===== config.mk =====
export PLATFORM = sky130hd
export DESIGN_NAME = lfsr_msg_encryptor
export DESIGN_NICKNAME = d
export VERILOG_FILES = /design/src/rtl/lfsr_msg_encryptor.sv
export SDC_FILE = /design/constraint.sdc
export NUM_CORES = 1
export LEC_CHECK = 0
export ABC_AREA = 0
export CORE_MARGIN = 2
export CORE_UTILIZATION = 55
export DETAILED_ROUTE_END_ITERATION = 6
export HOLD_SLACK_MARGIN = 0.02
export MAX_ROUTING_LAYER = met4
export PLACE_DENSITY = 0.85
export SETUP_SLACK_MARGIN = 0.02
export SLEW_MARGIN = 20
export SYNTH_ARGS = -nofsm -noshare
export SYNTH_HDL_FRONTEND = slang
export SYNTH_SLANG_ARGS = --single-unit

===== constraint.sdc =====
create_clock -name Clk -period 5 [get_ports Clk]
set_input_delay 0.75 -clock Clk [delete_from_list [all_inputs] [get_ports Clk]]
set_output_delay 0.75 -clock Clk [all_outputs]
set_load 0.05 [all_outputs]

===== src/rtl/lfsr_msg_encryptor.sv =====
// lfsr_msg_encryptor: reads a plaintext string, pads it into 64 byte slots,
// offsets each byte by -0x20, XORs it with a 7-bit LFSR stream and adds an
// even-parity MSB, writing the ciphertext out one byte per write cycle.
module lfsr_msg_encryptor #(
  parameter int MSG_BYTES = 64,
  parameter int MAX_STR   = 52,
  parameter int MIN_PRE   = 10
) (
  input  logic       Clk,
  input  logic       Reset,
  input  logic       Start,
  input  logic [3:0] pre_length,
  input  logic [5:0] str_len,
  input  logic [6:0] lfsr_ptrn,
  input  logic [6:0] lfsr_init,
  output logic [5:0] src_addr,
  input  logic [7:0] src_data,
  output logic       wr_en,
  output logic [5:0] wr_addr,
  output logic [7:0] wr_data,
  output logic       Ack
);

  typedef enum logic [1:0] {IDLE, FETCH, WRITE, DONE} state_t;

  state_t     state;
  logic       launch;
  logic [5:0] idx;
  logic [6:0] lfsr;
  logic [6:0] ptrn;
  logic [6:0] pad_len;
  logic [6:0] msg_end;

  logic [6:0] cfg_pre;
  logic [6:0] cfg_len;
  logic [6:0] cfg_end;
  logic [6:0] cfg_seed;
  logic [6:0] lfsr_step;
  logic [6:0] dec_pos;
  logic [6:0] dec_key;
  logic       dec_fetch;
  logic [7:0] plain_byte;
  logic [7:0] pad_cipher;
  logic [7:0] msg_cipher;
  logic       unused_plain_msb;

  // Only the low 7 bits carry data; bit 7 of the ciphertext is even parity.
  function automatic logic [7:0] encrypt(input logic [6:0] plain, input logic [6:0] key);
    logic [6:0] body;
    body = plain ^ key;
    return {^body, body};
  endfunction

  // Clamp the launch configuration and precompute the next-slot decision and cipher bytes.
  always_comb begin
    cfg_pre          = ({3'b000, pre_length} < 7'(MIN_PRE)) ? 7'(MIN_PRE) : {3'b000, pre_length};
    cfg_len          = ({1'b0, str_len} > 7'(MAX_STR)) ? 7'(MAX_STR) : {1'b0, str_len};
    cfg_end          = cfg_pre + cfg_len;
    cfg_seed         = (lfsr_init == 7'h00) ? 7'h01 : lfsr_init;
    lfsr_step        = {lfsr[5:0], ^(lfsr & ptrn)};
    dec_pos          = (state == WRITE) ? ({1'b0, idx} + 7'd1) : 7'd0;
    dec_key          = (state == WRITE) ? lfsr_step : lfsr;
    dec_fetch        = (dec_pos >= pad_len) && (dec_pos < msg_end);
    plain_byte       = src_data - 8'h20;
    unused_plain_msb = plain_byte[7];
    pad_cipher       = encrypt(7'h00, dec_key);
    msg_cipher       = encrypt(plain_byte[6:0], lfsr);
  end

  // Single FSM process: one settle cycle after launch, then walk all slots with registered outputs.
  // src_addr runs one fetch ahead so a read is stable before its FETCH cycle.
  always_ff @(posedge Clk) begin
    if (!Reset) begin
      state    <= IDLE;
      launch   <= 1'b0;
      idx      <= '0;
      lfsr     <= 7'h01;
      ptrn     <= '0;
      pad_len  <= '0;
      msg_end  <= '0;
      src_addr <= '0;
      wr_en    <= 1'b0;
      wr_addr  <= '0;
      wr_data  <= '0;
      Ack      <= 1'b0;
    end else begin
      case (state)
        IDLE, DONE: begin
          if (launch) begin
            launch <= 1'b0;
            if (dec_fetch) begin
              state <= FETCH;
            end else begin
              state   <= WRITE;
              wr_en   <= 1'b1;
              wr_addr <= '0;
              wr_data <= pad_cipher;
            end
          end else if (Start) begin
            state    <= IDLE;
            launch   <= 1'b1;
            Ack      <= 1'b0;
            ptrn     <= lfsr_ptrn;
            pad_len  <= cfg_pre;
            msg_end  <= cfg_end;
            lfsr     <= cfg_seed;
            idx      <= '0;
            src_addr <= '0;
          end
        end
        FETCH: begin
          state    <= WRITE;
          wr_en    <= 1'b1;
          wr_addr  <= idx;
          wr_data  <= msg_cipher;
          src_addr <= src_addr + 6'd1;
        end
        WRITE: begin
          lfsr <= lfsr_step;
          idx  <= idx + 6'd1;
          if (idx == 6'(MSG_BYTES - 1)) begin
            state <= DONE;
            wr_en <= 1'b0;
            Ack   <= 1'b1;
          end else if (dec_fetch) begin
            state <= FETCH;
            wr_en <= 1'b0;
          end else begin
            wr_en   <= 1'b1;
            wr_addr <= dec_pos[5:0];
            wr_data <= pad_cipher;
          end
        end
        default: state <= IDLE;
      endcase
    end
  end

endmodule


==> results.toml <==
[floorplan]
io_pins = 57
coreArea_mm2 = 0.00596
die_area_mm2 = 0.00688
start_util_pct = 57.6
row_count = 28
fp.dieH_um = 83.0
die_w_um = 83.0

[routing]
drc = 0
vias = 2954
drt-initial-drc-count = 165
drt_wl_total_mm = 7.20
routedWlPerCell_um = 13.4
dr.pass1.iters = 4
routed_via_density = 5.49
ant_nets = 0

[timing]
worst_pin_slew_ns = 1.12
timing.setup.tns_ns = 0
slew_viol_final = 0
relSlewSlack_pct = 25.3
setup_viol = 0
finalCriticalPeriod_ns = 3.80
whs_ns = 0.458
fmax_mhz = 263
rsz0062_at_grt = "no"
fin_crit_sh_pct = 75.9
finalHoldViolations = 0
skew_ns = 0.00803

[yosys]
async_flop_share_pct = 0
synth_area_leaders = "dfxtp_1, nand2_1, ha_1"
synth.area.mux_share_pct = 5.04
synth_area_mm2 = 0.00343
synth_commonest_cells = "nand2_1, dfxtp_1, nor2_1"
synth_top_cell_area_share_pct = 32.7
synth_top_family_by_area = "simple AND/OR/NAND/NOR gates"
synth_top_area_cell = "dfxtp_1"
synth_compound_area_share_pct = 20.5
syn_inst = 423
seq_area_frac_synth_pct = 32.7
synthSimpleGateAreaFrac_pct = 20.6
ys_ff_latch = 56
synth-main-ff-cell = "dfxtp_1"
synth_area_per_cell_um2 = 8.10
syn_nets = 477
synthXorXnorAreaFrac_pct = 7.85
yosysWarnings = 0
netlist-cell-type-count = 55
synthAdderAreaFrac_pct = 7.15
synth.most_common_cell = "nand2_1"
synth_edf_count = 0

[job]
cap_violations = 0

[layout]
diodes = 0
final_cells = 538
nets = 516
drive_gt1_share_pct = 4.32
area_delta_synth_final_pct = 19.3
fillCellCount = 517
fin_util_pct = 68.7

[clocking]
ctsHoldBuffers = 0
cts_resized = 0
clockRootBuffer = "clkbuf_8"
clk_latency_ns = 0.32
clock-sinks = 56
path_clk_slew_ns = 0.10
cts_tree = "yes"
cts_buffer_depth = 2
cts_buffers = 5
h-tree-depth = 2
cts_setup_buffers = 0

[setup_path]
cp-start-kind = "register"
required_ns = 5.22
cp_slowest_cell = "ha_1"
crit_type = "register to register"
arrival_ns = 4.02
cp_max_fo = 20
cpPeakStageDelay_ns = 0.70
rr_worst_depth = 11
path_cells = "inv_1 > ha_1 > inv_2 > nor2_1 > ha_1 > o21ai_0 > o221ai_1 > o211ai_2 > o221ai_2 > a211o_1 > and3_1"
cp_common_cell = "ha_1"
crit_path_end_kind = "register"

[global_route]
grt_pass1_vias = 2728
antenna_found_initial = 0
grt_remaining_overflow = 0
grt_max_degree = 34
grt_use_total_pct = 21.4
grt_pass1_wl_mm = 12.1

[pwr]
pwr-share-comb_pct = 40.3
switching_power_uw = 531
p_sw_share_pct = 37.3
p_leak_uw = 0.00169
p_int_uw = 892
fin_total_pwr_uw = 1420
pwr-share-seq_pct = 38.7
cellPowerDensity_mw_per_mm2 = 348
power_frac_clock_pct = 21.0
vdd_ir_drop_max_mv = 0.205

[placed_design]
dp_hpwl_mm = 5.34
gp_congestion = 0.880
dpl.cell_count = 530
io_buffers = 55

[run_status]
status = "completed"

[min_path]
hold_depth = 2
min_path_type = "register to register"
==> through the flow <==
| stage | worst slack [ns] | area [um^2] |
|---|---|---|
| after global routing | 0.925 | 4090 |
| after global placement | 1.42 | 3980 |
| after CTS | 1.29 | 4090 |
| final | 1.20 | 4090 |
| after floorplan | 2.21 | 3430 |
| after detailed placement | 1.39 | 3980 |
==> state kept, by name, summed over array words and instances (netlist names) <==
name      count
launch        1
state         2
msg_end       7
wr_addr       6
Ack           1
ptrn          7
pad_len       4
src_addr      6
idx           6
wr_en         1
lfsr          7
wr_data       8
==> power by group through the flow <==
stage	clock (uW)	combinational [uW]	sequential (uW)
6_report	299	574	550
5_1_grt	321	627	558
4_1_cts	305	574	549
3_5_place_dp	0	570	559
3_3_place_gp	0	557	557
2_1_floorplan	0	397	599
==> final cells by class <==
class,instances,area (um^2),share of cell area [%]
multi-input cells,316,2110,51.5
clock inverters,2,35.0,0.856
inverters,26,97.6,2.39
flip-flops and latches,56,1120,27.4
repair buffers,57,566,13.8
clock buffers,6,72.6,1.77
well taps,75,93.8,2.29
==> kinds of logic (layout without fill, tap and decap cells) <==
| group | Yosys count | count (layout) |
|---|---|---|
| adders and majority gates | 19 | 19 |
| muxes | 16 | 16 |
| other | 1 | 1 |
| and+or+nand+nor | 155 | 155 |
| buffers and inverters | 51 | 91 |
| xor gates and xnor gates | 26 | 26 |
| AOI/OAI and AO/OA | 99 | 99 |
| DFF | 56 | 56 |
==> placed cells by master (no fill, tap or decap), types with 2 or more instances in the layout <==
| cell | count |
|---|---|
| ha_1 | 18 |
| or3_1 | 2 |
| dfxtp_1 | 56 |
| buf_4 | 2 |
| clkdlybuf4s50_1 | 55 |
| and3_1 | 4 |
| o21ai_1 | 4 |
| a21boi_1 | 18 |
| xnor2_1 | 13 |
| a311oi_1 | 4 |
| and2_1 | 8 |
| a21boi_0 | 2 |
| a31oi_1 | 2 |
| o211ai_1 | 2 |
| a21oi_1 | 20 |
| nand2_1 | 75 |
| clkbuf_8 | 5 |
| o211a_1 | 9 |
| mux2i_1 | 15 |
| inv_1 | 25 |
| nand3_1 | 6 |
| xnor3_1 | 3 |
| o21ai_0 | 15 |
| xor2_1 | 10 |
| nand2b_1 | 9 |
| o21a_1 | 3 |
| nor2_1 | 31 |
| nor2b_1 | 11 |
| nand3_2 | 2 |
| a21o_1 | 2 |
| nand4_1 | 2 |
| o22ai_1 | 5 |
==> worst max-delay path, delay by kind of cell, from the launching register on <==
kind | cells | cell delay (ns)
AO/OA/AOI/OAI | 5 | 1.53
adder cells (fa/ha/maj) | 2 | 0.98
buffers and inverters | 2 | 0.33
flip-flops | 1 | 0.34
AND/OR/NAND/NOR | 2 | 0.49
==> final timing paths <==
| check | from | end | slack [ns] |
|---|---|---|---|
| min reg2reg | msg_end[2] | msg_end[2] | 0.46 |
| min | msg_end[2] | msg_end[2] | 0.46 |
| max | state[0] | wr_data[0] | 1.20 |
| max reg2reg | state[0] | wr_data[0] | 1.20 |
==> per-layer routing <==
layer | up-vias | part of all wire, % | global-route usage, %
met2 | 84 | 48 | 35.9
met3 | 11 | 5.0 | 3.58
met5 | - | 0 | -
li1 | 1505 | - | -
met4 | 0 | 1.5 | 7.75
met1 | 1354 | 45 | 25.9
No activity file was read; power rests on OpenSTA's default activity.
